## config.mk

```make
export PLATFORM = sky130hd
export DESIGN_NAME = fetch_stage_flat
export DESIGN_NICKNAME = d
export VERILOG_FILES = /design/src/rtl/fetch_stage_if.sv /design/src/rtl/fetch_stage.sv /design/src/flat_wrapper.sv
export SDC_FILE = /design/constraint.sdc
export NUM_CORES = 1
export LEC_CHECK = 0
export BUFFER_PORTS_ARGS = -buffer_cell sky130_fd_sc_hd__buf_2
export CELL_PAD_IN_SITES_DETAIL_PLACEMENT = 1
export CELL_PAD_IN_SITES_GLOBAL_PLACEMENT = 1
export CORE_MARGIN = 2
export CORE_UTILIZATION = 35
export DETAILED_ROUTE_END_ITERATION = 6
export PLACE_DENSITY = 0.79
export SLEW_MARGIN = 10
export SYNTH_ARGS = -nofsm -noshare
export SYNTH_HDL_FRONTEND = slang
export SYNTH_SLANG_ARGS = --single-unit
```

## constraint.sdc

```tcl
create_clock -name clk -period 3.2 [get_ports clk]
set_input_delay 0.96 -clock clk [delete_from_list [all_inputs] [get_ports clk]]
set_output_delay 0.96 -clock clk [all_outputs]
set_load 0.02 [all_outputs]
```

## src/rtl/fetch_stage_if.sv

```systemverilog
// Fetch-stage bus bundle: PC register handshake, registered instruction ROM
// port, jump flush, and the valid/ready instruction stream toward decode.
interface fetch_stage_if;
  logic [15:0] pc_in;
  logic        pc_inc;
  logic [15:0] rom_addr;
  logic [15:0] rom_data;
  logic        flush;
  logic [15:0] instr;
  logic [15:0] instr_pc;
  logic        instr_valid;
  logic        instr_ready;

  // Fetch stage side
  modport master (
    input  pc_in,
    input  rom_data,
    input  flush,
    input  instr_ready,
    output pc_inc,
    output rom_addr,
    output instr,
    output instr_pc,
    output instr_valid
  );

  // Surrounding PC register, ROM and decode side
  modport slave (
    output pc_in,
    output rom_data,
    output flush,
    output instr_ready,
    input  pc_inc,
    input  rom_addr,
    input  instr,
    input  instr_pc,
    input  instr_valid
  );
endinterface

```

## src/rtl/fetch_stage.sv

```systemverilog
// Instruction fetch stage: issues reads to a registered ROM at the current PC,
// tags each read with its address, and queues returned words in a small
// circular buffer presented to decode with a valid/ready handshake.
// A read is only launched when the buffer is guaranteed room for it, so the
// queue can never overflow. Flush (jump) and reset discard everything queued
// or in flight.
module fetch_stage #(
  parameter int DEPTH = 2
) (
  input  logic          clk,
  input  logic          reset,
  fetch_stage_if.master bus
);

  localparam int DATA_W = 16;
  localparam int PTR_W  = $clog2(DEPTH);
  localparam int CNT_W  = PTR_W + 1;

  logic [CNT_W-1:0]  r_count;
  logic              r_inflight;
  logic [PTR_W-1:0]  r_wr_ptr;
  logic [PTR_W-1:0]  r_rd_ptr;
  logic [DATA_W-1:0] r_tag;
  logic [DATA_W-1:0] r_mem_instr [DEPTH];
  logic [DATA_W-1:0] r_mem_pc    [DEPTH];

  logic              w_valid;
  logic              w_pop;
  logic              w_write;
  logic              w_issue;
  logic [CNT_W-1:0]  w_occupancy;

  // Occupancy counts the outstanding read so a launched read always has a slot.
  always_comb begin
    w_valid     = (r_count != '0);
    w_pop       = w_valid & bus.instr_ready;
    w_write     = r_inflight & ~bus.flush;
    w_occupancy = r_count + CNT_W'(r_inflight) - CNT_W'(w_pop);
    w_issue     = reset & ~bus.flush & (w_occupancy < CNT_W'(DEPTH));
  end

  // The ROM reads the live PC; the PC advances on the same edge the read launches.
  always_comb begin
    bus.rom_addr    = bus.pc_in;
    bus.pc_inc      = w_issue;
    bus.instr_valid = w_valid;
    bus.instr       = w_valid ? r_mem_instr[r_rd_ptr] : '0;
    bus.instr_pc    = w_valid ? r_mem_pc[r_rd_ptr]    : '0;
  end

  // Control state: occupancy, pointers, outstanding-read flag and its address tag.
  always_ff @(posedge clk) begin
    if (!reset) begin
      r_count    <= '0;
      r_inflight <= 1'b0;
      r_wr_ptr   <= '0;
      r_rd_ptr   <= '0;
      r_tag      <= '0;
    end else if (bus.flush) begin
      r_count    <= '0;
      r_inflight <= 1'b0;
      r_wr_ptr   <= '0;
      r_rd_ptr   <= '0;
    end else begin
      r_inflight <= w_issue;
      if (w_issue) begin
        r_tag <= bus.pc_in;
      end
      if (w_write) begin
        r_wr_ptr <= r_wr_ptr + 1'b1;
      end
      if (w_pop) begin
        r_rd_ptr <= r_rd_ptr + 1'b1;
      end
      r_count <= r_count + CNT_W'(w_write) - CNT_W'(w_pop);
    end
  end

  // Buffer storage: returned word and its fetch address land at the tail.
  always_ff @(posedge clk) begin
    if (reset && w_write) begin
      r_mem_instr[r_wr_ptr] <= bus.rom_data;
      r_mem_pc[r_wr_ptr]    <= r_tag;
    end
  end

endmodule

```

## src/flat_wrapper.sv

```systemverilog
// flat-port wrapper written by rule: the top's interface ports become plain ports
module fetch_stage_flat 
#(
  parameter int DEPTH = 2
)
  (clk, reset, bus_pc_in, bus_rom_data, bus_flush, bus_instr_ready, bus_pc_inc, bus_rom_addr, bus_instr, bus_instr_pc, bus_instr_valid);
  fetch_stage_if bus_i ();
  input  logic clk;
  input  logic reset;
  input wire logic [$bits(bus_i.pc_in)-1:0] bus_pc_in;
  input wire logic [$bits(bus_i.rom_data)-1:0] bus_rom_data;
  input wire logic [$bits(bus_i.flush)-1:0] bus_flush;
  input wire logic [$bits(bus_i.instr_ready)-1:0] bus_instr_ready;
  output wire logic [$bits(bus_i.pc_inc)-1:0] bus_pc_inc;
  output wire logic [$bits(bus_i.rom_addr)-1:0] bus_rom_addr;
  output wire logic [$bits(bus_i.instr)-1:0] bus_instr;
  output wire logic [$bits(bus_i.instr_pc)-1:0] bus_instr_pc;
  output wire logic [$bits(bus_i.instr_valid)-1:0] bus_instr_valid;
  assign bus_i.pc_in = bus_pc_in;
  assign bus_i.rom_data = bus_rom_data;
  assign bus_i.flush = bus_flush;
  assign bus_i.instr_ready = bus_instr_ready;
  assign bus_pc_inc = bus_i.pc_inc;
  assign bus_rom_addr = bus_i.rom_addr;
  assign bus_instr = bus_i.instr;
  assign bus_instr_pc = bus_i.instr_pc;
  assign bus_instr_valid = bus_i.instr_valid;
  fetch_stage #(.DEPTH(DEPTH)) u_core (.clk(clk), .reset(reset), .bus(bus_i));
endmodule
```

Word level (Yosys, flattened, before mapping)
Memories as Yosys holds them, arrays and structs flattened. A register that Yosys moved wholly into a read port is not among the register bits.
Cells that the tools add are included.
{"block": "classes", "bitwise_logic": 6, "muxes": 8, "n_addsub": 6, "magnitude_cmp": 1, "reduce_logical": 4}
{"op": "16-bit 2-to-1 mux", "count": 2}
{"op": "1-bit 2-to-1 mux", "count": 6}
{"op": "2-bit by 1-bit adder with 2-bit output", "count": 2}
{"op": "1-bit bitwise AND", "count": 4}
{"op": "2-bit by 1-bit subtractor with 2-bit output", "count": 2}
{"op": "1-bit adder, second input constant", "count": 2}
{"op": "2-bit less-than comparator, second input constant", "count": 1}
{"op": "1-bit inverter", "count": 2}
{"op": "2-bit AND reduction", "count": 1}
{"op": "2-bit nonzero test", "count": 1}
{"op": "2-bit OR reduction", "count": 1}
{"op": "1-bit logical AND", "count": 1}
{"block": "totals", "ramBits": 64, "input_bits": 36, "word_cells": 32, "memories": 2, "ff_bits": 21}
{"name": "u_core.r_mem_instr", "words": 2, "width": 16, "read_ports": 1, "rd_ports_with_merged_regs": 1, "write_ports": 1, "line": "fetch_stage.sv:24", "source": "logic [DATA_W-1:0] r_mem_instr [DEPTH];"}
{"name": "u_core.r_mem_pc", "words": 2, "width": 16, "read_ports": 1, "rd_ports_with_merged_regs": 1, "write_ports": 1, "line": "fetch_stage.sv:25", "source": "logic [DATA_W-1:0] r_mem_pc [DEPTH];"}

Depth between registers and ports, before layout
Gate-level depths: netlist of the first run.
{"block": "logic_depth", "depth_word": 6, "depth_mapped": 10, "ltp_nobuf": 8}

Worst setup path before layout of the first run
Ideal clock, no wire load.
{"block": "synth_timing", "path_kind": "in2reg", "start": "in reset", "end": "mem u_core.r_mem_instr[0][0] (enable)", "stages": 4, "setup_slack_ps": -161, "required_ps": 2779, "setup_time_ps": 421, "arrival_time_ps": 2940, "cell_sequence": "clkbuf_1 clkbuf_1 nand2_1 nor2_1"}
{"block": "synth_between", "elab_chain_len": 3}
{"element": "from (decl)", "line": "flat_wrapper.sv:9", "source": "input logic reset;"}
{"element": "1-bit logical AND", "line": "fetch_stage.sv:81", "source": "if (reset && w_write) begin"}
{"element": "1-bit 2-to-1 mux", "line": "fetch_stage.sv:81"}
{"element": "1-bit 2-to-1 mux (implied by the code)", "line": "fetch_stage.sv:82", "source": "r_mem_instr[r_wr_ptr] <= bus.rom_data;"}
{"element": "to (decl)", "line": "fetch_stage.sv:24"}
No other way between the ends.

Worst setup path after layout of the first run
{"block": "layout_timing", "start": "in bus_instr_ready", "end": "out bus_pc_inc"}
{"block": "layout_between", "elab_chain_len": 4}
{"element": "from (decl)", "line": "flat_wrapper.sv:13", "source": "input wire logic [$bits(bus_i.instr_ready)-1:0] bus_instr_ready;"}
{"element": "1-bit bitwise AND", "line": "fetch_stage.sv:36", "source": "w_pop = w_valid & bus.instr_ready;"}
{"element": "named net u_core.w_pop", "line": "fetch_stage.sv:28", "source": "logic w_pop;"}
{"element": "2-bit by 1-bit subtractor with 2-bit output", "line": "fetch_stage.sv:38", "source": "w_occupancy = r_count + CNT_W'(r_inflight) - CNT_W'(w_pop);"}
{"element": "2-bit less-than comparator", "line": "fetch_stage.sv:39", "source": "w_issue = reset & ~bus.flush & (w_occupancy < CNT_W'(DEPTH));"}
{"element": "1-bit bitwise AND", "line": "fetch_stage.sv:39"}
{"element": "to (decl)", "line": "flat_wrapper.sv:14", "source": "output wire logic [$bits(bus_i.pc_inc)-1:0] bus_pc_inc;"}
The timed path passes the listed nets, and every way through them passes these cells.

==> impl_results.md, run 1 <==
- Syn Inst Count: between 200 and 300
- Total of flip-flops plus latches after synthesis: 86
- Pin count of the biggest net entering global routing: 33
- Status: completed
- Total Wirelength: a little under 7000 um
- Htree depth: 3
- Post-synthesis compound-gate area fraction: approximately 3.3%
- FP Rows: 36
- Rel. slew slack: a little over two thirds
- Final period util: a little over nine tenths
- Hold Path Origin: u_core.r_tag[12]$_SDFFE_PN0P_
- Placed cells: around 450
- Startpoint types: input pin
- Critical R2R Capture: u_core.r_tag[11]$_SDFFE_PN0P_
- Reg clk slew, reported paths: roughly 0.080 ns
- Worst-path maximum fanout: 2
- Total grt overflow: 0
- Internal: ~1.7 mW
- Initial antenna violation count: 0
- Simple-Gate Fraction of Synth Area: 10.1%
- Hold Crit Class: reg2reg
- Register area share after synthesis: around 69%
- Share of layout cells above drive strength 1: a little under two fifths
- Fin Hold WS: 0.459 ns
- Critical setup path kind: in2out
- Max Cap Viol: 0
- CTS tree: built
- ANT cells: 0
- Vias: about 2,100
- Worst hold endpoint: u_core.r_mem_pc[1][12]$_DFFE_PP_
- Clk_lat worst skew: 0.35 ns
- GPL Wtd Cong: ~0.67
- I/O Buffers: 85
- Worst VDD drop: about 0.24 mV
- Combinational group share of total power: 7.7%
- Slew Limit Fails: 0
- Root buffer cell: clkbuf_8
- Xor-xnor portion of the synthesized cell area: between 1.5 and 2%
- Worst Path Required: 2.24 ns
- Pwr/cell area: approximately 520 nW/um^2
- Finished Layout Cells: between 400 and 500
- Chip width: just over 100 um
- Sequential power share: a little under three fifths
- Synth area leaders: edfxtp_1 (56%), dfxtp_1 (13%), mux2i_1 (9.3%)
- Ports: 86
- Initial Util: 35.6%
- Cts bufs inserted: 9
- Synth warnings: 0
- Chip Height: 103 um
- Mean Syn Cell Area: approximately 13 sq um
- Sw Share: 22.7%
- Leak Pwr: roughly 1.6 nW
- Launching point of the worst reg2reg path: u_core.r_count[1]$_SDFF_PP0_
- First-pass GRT wire length: about 10,000 um
- Dominant cell type by area after synthesis: edfxtp_1
- Worst EP arrival: 2.15 ns
- Net Count, Synth: about 290
- Mux cell area share after synthesis: under 10%
- Largest family of logic cells by synthesized area: simple AND/OR/NAND/NOR gates
- Placement Setup Slack: between 0.02 and 0.025 ns
- Gr usage total: 13.5%
- Worst-Margin Slew: about 0.45 ns
- Dpl hpwl: a little under 5000 um
- NetSw: ~490 uW
- Worst Clk Skew: 0.0115 ns
- Iter 0 DRT Violations: 38
- Hold depth: 0
- CTS Hold Bufs: 0
- Post-layout nets: 368
- Reg2reg path depth: 9
- Vias in the first global route: 2,142
- CORE AREA: between 9000 and 10,000 sq um
- TNS Setup: 0 ns
- Yosys top cell area share: between 50% and 60%
- Final setup violation count: 0
- Synth Area in Adders: less than 1%
- Mapped cell area: about 3400 sq um
- Final hold violation count: 0
- Minimum clock period: ~3.1 ns
- Critical path endpoint category: output pin
- Unique cell type count in the Yosys netlist: 22
- Drt first pass iters: 4
- # DRC: 0
- Max clock buf depth: 2
- Synthesis-to-finish area growth: 21.1%
- Clock sink count: 86
- R2R setup slack: 1.10 ns
- Vias per cell: roughly 4.5
- Clk pwr share: about a third
- Detailed-route wire length per cell: between 10 and 15 um
- Die area: around 11,000 sq um
- Post-route ant nets: 0
- RSZ-0062 raised after global routing: false
- Fmax: 322 MHz
- Final worst slack: just over 0.09 ns
## per-layer routing
| metal | global-route usage, % | share of wire (%) | up-vias |
|---|---|---|---|
| met5 | 0 | 0 | - |
| met4 | 5.77 | 1.7 | 0 |
| met3 | 3.39 | 5.4 | 9 |
| met2 | 25.5 | 53 | 57 |
| met1 | 14.2 | 40 | 1024 |
| li1 | - | - | 1025 |
## area by class of cell
cell class                      instances  area, sq um
Clock buffer                           11          141
Inverter                                3         11.3
Clock inverter                          5         58.8
Tap cell                              133          166
Multi-Input combinational cell        135          896
Timing Repair Buffer                   95          513
Fill cell                            1086         5490
Sequential cell                        86         2360
## how the worst max path moves through the flow
stage / from / to / depth (start not counted)
after floorplan: bus_instr_ready / bus_pc_inc / 7
after global placement: bus_instr_ready / bus_pc_inc / 7
after detailed placement: bus_instr_ready / bus_pc_inc / 7
after CTS: bus_instr_ready / bus_pc_inc / 7
after global routing: bus_instr_ready / bus_pc_inc / 7
final: bus_instr_ready / bus_pc_inc / 7
## cells in the final DEF, fill, tap and decap left out, drive strengths merged
master and n:
buf 95, edfxtp 64, nor2 38, mux2i 32
dfxtp 22, nand2 17, nand3 16, o21ai 16
clkbuf 11, and2 4, xnor2 4, inv 3
nor2b 3, clkinvlp 2, ha 2, clkinv 2
and3 1, xor2 1, nand2b 1, bufinv 1
## synthesized netlist by cell type
library cell / number
edfxtp_1: 64
nor2_1: 38
mux2i_1: 32
dfxtp_1: 22
nand2_1: 17
buf_4: 16
nand3_1: 16
clkbuf_1: 9
o21ai_2: 9
o21ai_0: 7
and2_1: 3
buf_2: 3
inv_1: 3
nor2b_1: 3
xnor2_1: 3
buf_6: 2
ha_1: 2
and2_4: 1
and3_1: 1
nand2b_1: 1
xnor2_2: 1
xor2_2: 1
## per-stage QoR
step           power [mW]  utilization, %  area, sq um
6_report             2.17            43.1         4150
5_1_grt              2.25            43.1         4150
4_1_cts              2.20            42.9         4140
3_5_place_dp         1.44            40.8         3940
3_3_place_gp         1.43            40.8         3940
2_1_floorplan        1.38               -         3440
## kinds of logic (layout without fill, tap and decap cells)
| group | after synthesis | after routing |
|---|---|---|
| multiplexers | 32 | 32 |
| XOR/XNOR | 5 | 5 |
| AO/OA/AOI/OAI | 16 | 16 |
| adder cells (fa/ha/maj) | 2 | 2 |
| AND/OR/NAND/NOR | 80 | 80 |
| buffers and inverters | 33 | 114 |
| flip-flops | 86 | 86 |
## worst max-delay path, stage by stage
cell     delay [ns]
buf_2          0.09
and2_1         0.15
ha_2           0.23
xor2_4         0.20
xnor2_2        0.17
and2_4         0.18
buf_2          0.16
## power by group through the flow
| stage | logic, mW | registers [mW] | clock network, mW |
|---|---|---|---|
| after floorplan | 0.115 | 1.27 | 0 |
| after global placement | 0.162 | 1.27 | 0 |
| after detailed placement | 0.168 | 1.27 | 0 |
| after CTS | 0.169 | 1.25 | 0.781 |
| after global routing | 0.183 | 1.25 | 0.816 |
| final | 0.166 | 1.25 | 0.754 |
## repair_timing
item,CTS,global route
endpoints found under the setup margin,0,1
buffers inserted,0,0
gates resized for setup,0,2
## flip-flops by register name, indices dropped and copies added (netlist names), named ones only
| register | count |
|---|---|
| u_core.r_mem_pc | 32 |
| u_core.r_inflight | 1 |
| u_core.r_wr_ptr | 1 |
| u_core.r_count | 2 |
| u_core.r_mem_instr | 32 |
| u_core.r_tag | 16 |
| u_core.r_rd_ptr | 1 |
No activity file was read; power rests on OpenSTA's default activity.
==> run 2, diff against run 1 <==
--- a/config.mk
+++ b/config.mk
@@ -8,10 +8,10 @@
 export BUFFER_PORTS_ARGS = -buffer_cell sky130_fd_sc_hd__buf_2
 export CELL_PAD_IN_SITES_DETAIL_PLACEMENT = 1
 export CELL_PAD_IN_SITES_GLOBAL_PLACEMENT = 1
-export CORE_MARGIN = 2
-export CORE_UTILIZATION = 35
+export CORE_MARGIN = 1
+export CORE_UTILIZATION = 38
 export DETAILED_ROUTE_END_ITERATION = 6
-export PLACE_DENSITY = 0.79
+export PLACE_DENSITY = 0.84
 export SLEW_MARGIN = 10
 export SYNTH_ARGS = -nofsm -noshare
 export SYNTH_HDL_FRONTEND = slang
==> constraint.sdc (replaced) <==
create_clock -name clk -period 2.6 [get_ports clk]
set_input_delay 0.78 -clock clk [delete_from_list [all_inputs] [get_ports clk]]
set_output_delay 0.78 -clock clk [all_outputs]
set_load 0.02 [all_outputs]
==> impl_results.md, run 2 (synthesis results as in run 1) <==
- CTS Hold Bufs: 0 (unchanged)
- Met1 Track Usage GR: 17.4% (was 14.2%)
- Reg clk slew, reported paths: 0.08 ns (about the same)
- Finished Layout Cells: 448 (was 468)
- Worst VDD drop: 0.303 mV (was 0.242 mV)
- Share of layout cells above drive strength 1: 39.4% (was 38.2%)
- Worst Path Required: 1.82 ns (was 2.24 ns)
- Critical setup path kind: in2out (unchanged)
- Initial antenna violation count: 0 (unchanged)
- Worst-path maximum fanout: 2 (unchanged)
- Status: finished with violations (was completed)
- Worst EP arrival: 1.86 ns (was 2.15 ns)
- Failing checks: setup timing
- Die area: 9410 sq um (was 10,600 sq um)
- Placement Setup Slack: -0.0835 ns (was 0.0242 ns)
- Cts bufs inserted: 9 (unchanged)
- Gr usage total: 15.5% (was 13.5%)
- Leak Pwr: 1.64 nW (was 1.58 nW)
- # DRC: 0 (unchanged)
- Launching point of the worst reg2reg path: u_core.r_count[1]$_SDFF_PP0_ (unchanged)
- Total power: 2.85 mW (was 2.17 mW)
- GPL Wtd Cong: 0.708 (was 0.668)
- Root buffer cell: clkbuf_8 (unchanged)
- First-pass GRT wire length: 11,100 um (was 10,400 um)
- Pwr/cell area: 670 nW/um^2 (was 522 nW/um^2)
- Max Cap Viol: 0 (unchanged)
- Worst Clk Skew: 0.00864 ns (was 0.0115 ns)
- Ports: 86 (unchanged)
- Iter 0 DRT Violations: 43 (was 38)
- GR peak layer: met2 (unchanged)
- Placed cells: 427 (was 452)
- Final setup violation count: 1 (was 0)
- Detailed-route wire length per cell: 15.3 um (was 14.8 um)
- R2R setup slack: 0.73 ns (was 1.10 ns)
- Vias per cell: 4.75 (was 4.52)
- FP Rows: 34 (was 36)
- ANT cells: 0 (unchanged)
- Worst Setup SP: bus_instr_ready (unchanged)
- Pin count of the biggest net entering global routing: 33 (unchanged)
- Startpoint types: input pin (unchanged)
- Htree depth: 3 (unchanged)
- Clock sink count: 86 (unchanged)
- Dpl hpwl: 4490 um (was 4840 um)
- Worst-Margin Slew: 0.358 ns (was 0.451 ns)
- CORE AREA: 8720 sq um (was 9640 sq um)
- Global routing usage on met2: 28.3% (was 25.5%)
- Hold Crit Class: reg2reg (unchanged)
- Post-layout nets: 373 (was 368)
- Initial Util: 39.3% (was 35.6%)
- Most frequent cells in the layout: buf_2 (84), edfxtp_1 (64), nor2_1 (36) (was buf_2 (85), edfxtp_1 (64), nor2_1 (36))
- I/O Buffers: 85 (unchanged)
- Chip width: 97.0 um (was 103 um)
- Minimum clock period: about 2.6 ns
- Commonest non-fill, non-tap cell in the layout: buf_2 (unchanged)
- Total Wirelength: 6860 um (was 6940 um)
- Top Registers: u_core.r_mem_instr x32, u_core.r_mem_pc x32, u_core.r_tag x16 (unchanged)
- Final worst slack: -0.0360 ns (was 0.0921 ns)
- Final core occ: 48.7% (was 43.1%)
- Post-route ant nets: 0 (unchanged)
- Fmax: 379 MHz
- TNS Setup: -0.0360 ns (was 0 ns)
- Drt first pass iters: 3 (was 4)
- Final hold violation count: 0 (unchanged)
- Max clock buf depth: 2 (unchanged)
- Rel. slew slack: 76.1% (was 69.9%)
- GRT met3 Usage: 3.61% (was 3.39%)
- Vias: 2,129 (was 2,115)
- Total grt overflow: 0 (unchanged)
- RSZ-0062 raised after global routing: true (was false)
- Hold Path Origin: u_core.r_tag[0]$_SDFFE_PN0P_ (was u_core.r_tag[12]$_SDFFE_PN0P_)
- Slew Limit Fails: 0 (unchanged)
- Vias in the first global route: 2,197 (was 2,142)
- Clk_lat worst skew: 0.34 ns (was 0.35 ns)
- CTS tree: built (unchanged)
- Critical path endpoint category: output pin (unchanged)
- Chip Height: 97.0 um (was 103 um)
- Synthesis-to-finish area growth: 24.0% (was 21.1%)
- Final period util: 101%
## run 2: what timing repair did
| item | in CTS | in global routing |
|---|---|---|
| setup endpoints to repair | 1 | 1 |
| gates cloned | 0 | 0 |
| buffers inserted | 2 | 3 |
| hold endpoints to repair | 0 | 0 |
| pin swaps | 3 | 4 |
| resized for setup | 2 | 1 |
## run 2: worst max-delay path, cell delays in order
cell and delay [ns]:
buf_2 0.10, and2_4 0.16, ha_4 0.17, xor2_4 0.22, xnor2_4 0.14, and2_4 0.17
buf_6 0.11
## run 2: per-layer routing
layer | vias to the layer above | routed length [um]
met5 | - | 0
met4 | 0 | 83
met3 | 10 | 270
met2 | 54 | 3730
met1 | 1035 | 2780
li1 | 1030 | -
## run 2: cell type report
type / instances / area [sq um]
Fill cell: 936 / 4470
Timing Repair Buffer: 100 / 582
Tap cell: 108 / 135
Multi-Input combinational cell: 135 / 920
Sequential cell: 86 / 2360
Clock buffer: 11 / 131
Clock inverter: 5 / 106
Inverter: 3 / 11.3
## run 2: final timing paths
check                                    endpoint  cells past startpoint
setup / recovery                       bus_pc_inc                      7
hold / removal    u_core.r_mem_pc[1][0]$_DFFE_PP_                      0
setup reg to reg     u_core.r_tag[9]$_SDFFE_PN0P_                      9
hold reg to reg   u_core.r_mem_pc[1][0]$_DFFE_PP_                      0
## run 2: power breakdown
group / switching [mW] / internal (mW)
clock network: 0.456 / 0.643
logic: 0.131 / 0.0868
registers: 0.0199 / 1.51
## run 2: through the flow
stage | instance area, sq um | hold slack, ns
after floorplan | 3490 | 0.425
after global placement | 3970 | 0.433
after detailed placement | 3970 | 0.444
after CTS | 4230 | 0.461
after global routing | 4250 | 0.474
final | 4250 | 0.461
==> run 3, diff against run 2 <==
--- a/config.mk
+++ b/config.mk
@@ -12,6 +12,7 @@
 export CORE_UTILIZATION = 38
 export DETAILED_ROUTE_END_ITERATION = 6
 export PLACE_DENSITY = 0.84
+export SKIP_CTS_REPAIR_TIMING = 1
 export SLEW_MARGIN = 10
 export SYNTH_ARGS = -nofsm -noshare
 export SYNTH_HDL_FRONTEND = slang
==> impl_results.md, run 3 (synthesis results as in run 1) <==
- Final core occ: 48.5% (was 48.7%)
- Worst Path Required: 1.82 ns (about the same)
- Sw Share: 21.3% (about the same)
- Total Wirelength: 6790 um (was 6860 um)
- Pwr/cell area: 673 nW/um^2 (was 670 nW/um^2)
- Ports: 86 (unchanged)
- Vias in the first global route: 2,185 (was 2,197)
- Fmax: 382 MHz (was 379 MHz)
- Die area: 9410 sq um (unchanged)
- Vias: 2,107 (was 2,129)
- Critical path endpoint category: output pin (unchanged)
- Post-route ant nets: 0 (unchanged)
- Final setup violation count: 1 (unchanged)
- Worst-path maximum fanout: 2 (unchanged)
- Root buffer cell: clkbuf_8 (unchanged)
- Initial Util: 39.3% (unchanged)
- Worst VDD drop: 0.303 mV (about the same)
- TNS Setup: -0.0198 ns (was -0.0360 ns)
- Combinational group share of total power: 7.6% (about the same)
- Clk_lat worst skew: 0.34 ns (about the same)
- Slew Limit Fails: 0 (unchanged)
- Filler cell count: 937 (was 936)
- Total power: 2.85 mW (about the same)
- Internal: 2.24 mW (about the same)
- Commonest non-fill, non-tap cell in the layout: buf_2 (unchanged)
- Dpl hpwl: 4490 um (unchanged)
- Worst EP arrival: 1.84 ns (was 1.86 ns)
- Cts bufs inserted: 9 (unchanged)
- GPL Wtd Cong: 0.708 (unchanged)
- Vias per cell: 4.75 (about the same)
- Critical setup path kind: in2out (unchanged)
- Hold Crit Class: reg2reg (unchanged)
- Pin count of the biggest net entering global routing: 33 (unchanged)
- First-pass GRT wire length: 11,000 um (was 11,100 um)
- # DRC: 0 (unchanged)
- Minimum clock period: 2.62 ns (was 2.64 ns)
- Worst-Margin Slew: 0.362 ns (was 0.358 ns)
- Iter 0 DRT Violations: 58 (was 43)
- Startpoint types: input pin (unchanged)
- Final period util: 101% (about the same)
- Final worst slack: -0.0198 ns (was -0.0360 ns)
- Max Cap Viol: 0 (unchanged)
- Rel. slew slack: 75.9% (was 76.1%)
- Gr usage total: 15.4% (was 15.5%)
- R2R setup slack: 0.74 ns (was 0.73 ns)
- RSZ-0062 raised after global routing: true (unchanged)
- FP Rows: 34 (unchanged)
- Area of the multi-input gates: 925 sq um (was 920 sq um)
- FF/Latch Area: 2360 sq um (unchanged)
- Drt first pass iters: 4 (was 3)
- Worst Clk Skew: 0.00847 ns (was 0.00864 ns)
- Chip Height: 97.0 um (unchanged)
- Final hold violation count: 0 (unchanged)
- Reg clk slew, reported paths: 0.08 ns (about the same)
- NetSw: 608 uW (was 607 uW)
- Max clock buf depth: 2 (unchanged)
- Synthesis-to-finish area growth: 23.4% (was 24.0%)
- Share of layout cells above drive strength 1: 39.0% (was 39.4%)
- Chip width: 97.0 um (unchanged)
- Total grt overflow: 0 (unchanged)
- Most frequent cells in the layout: buf_2 (83), edfxtp_1 (64), nor2_1 (36) (was buf_2 (84), edfxtp_1 (64), nor2_1 (36))
- ANT cells: 0 (unchanged)
- Htree depth: 3 (unchanged)
- Initial antenna violation count: 0 (unchanged)
- Failing checks: setup timing (unchanged)
- Placed cells: 427 (unchanged)
- I/O Buffers: 85 (unchanged)
- Leak Pwr: 1.62 nW (was 1.64 nW)
- CTS tree: built (unchanged)
- Finished Layout Cells: 444 (was 448)
- Top Registers: u_core.r_mem_instr x32, u_core.r_mem_pc x32, u_core.r_tag x16 (unchanged)
- CORE AREA: 8720 sq um (unchanged)
- Clock sink count: 86 (unchanged)
- Post-layout nets: 369 (was 373)
- Clk pwr share: 38.6% (about the same)
- Sequential power share: 53.8% (about the same)
- Status: finished with violations (unchanged)
- Detailed-route wire length per cell: 15.3 um (about the same)
-- run 3: cell count changes in the layout (fill, tap and decap cells not counted), sizes merged --
| cell | change |
|---|---|
| buf | -4 |
-- run 3: final cells by class --
cell class / instances / area share [%]
Clock buffer: 11 / 3.10
Clock inverter: 5 / 2.51
Inverter: 3 / 0.266
Multi-Input combinational cell: 135 / 21.9
Sequential cell: 86 / 55.9
Tap cell: 108 / 3.19
Timing Repair Buffer: 96 / 13.2
-- run 3: worst max-delay path, cell delays in order --
cell and delay (ns):
buf_6 0.09, and2_4 0.16, ha_4 0.25, nor2b_4 0.15, xnor2_4 0.13, and2_4 0.18
buf_6 0.11
-- run 3: per-layer routing --
| metal | vias to the layer above | track usage (%) | share of wire (%) |
|---|---|---|---|
| met2 | 52 | 28.0 | 54 |
| met4 | 0 | 6.20 | 0.93 |
| met3 | 6 | 3.61 | 3.9 |
| li1 | 1024 | - | - |
| met5 | - | 0 | 0 |
| met1 | 1025 | 17.3 | 41 |
-- run 3: final timing paths --
path	startpoint	endpoint	cells past startpoint
hold / removal	u_core.r_tag[0]$_SDFFE_PN0P_	u_core.r_mem_pc[1][0]$_DFFE_PP_	0
setup / recovery	bus_instr_ready	bus_pc_inc	7
setup reg to reg	u_core.r_count[0]$_SDFF_PP0_	u_core.r_tag[9]$_SDFFE_PN0P_	9
hold reg to reg	u_core.r_tag[0]$_SDFFE_PN0P_	u_core.r_mem_pc[1][0]$_DFFE_PP_	0
-- run 3: stage by stage --
stage	setup slack [ns]	area, sq um	hold WS [ns]
after floorplan	-0.0978	3490	0.425
after global placement	-0.0745	3970	0.433
after detailed placement	-0.0835	3970	0.444
after CTS	-0.127	4210	0.461
after global routing	-0.0585	4230	0.474
final	-0.0198	4230	0.460
-- run 3: power by group through the flow --
stage | Sequential [mW] | Combinational, mW | Clock [mW]
final | 1.53 | 0.216 | 1.10
after floorplan | 1.56 | 0.148 | 0
after detailed placement | 1.56 | 0.215 | 0
after global routing | 1.54 | 0.237 | 1.19
after global placement | 1.56 | 0.206 | 0
after CTS | 1.53 | 0.216 | 1.13
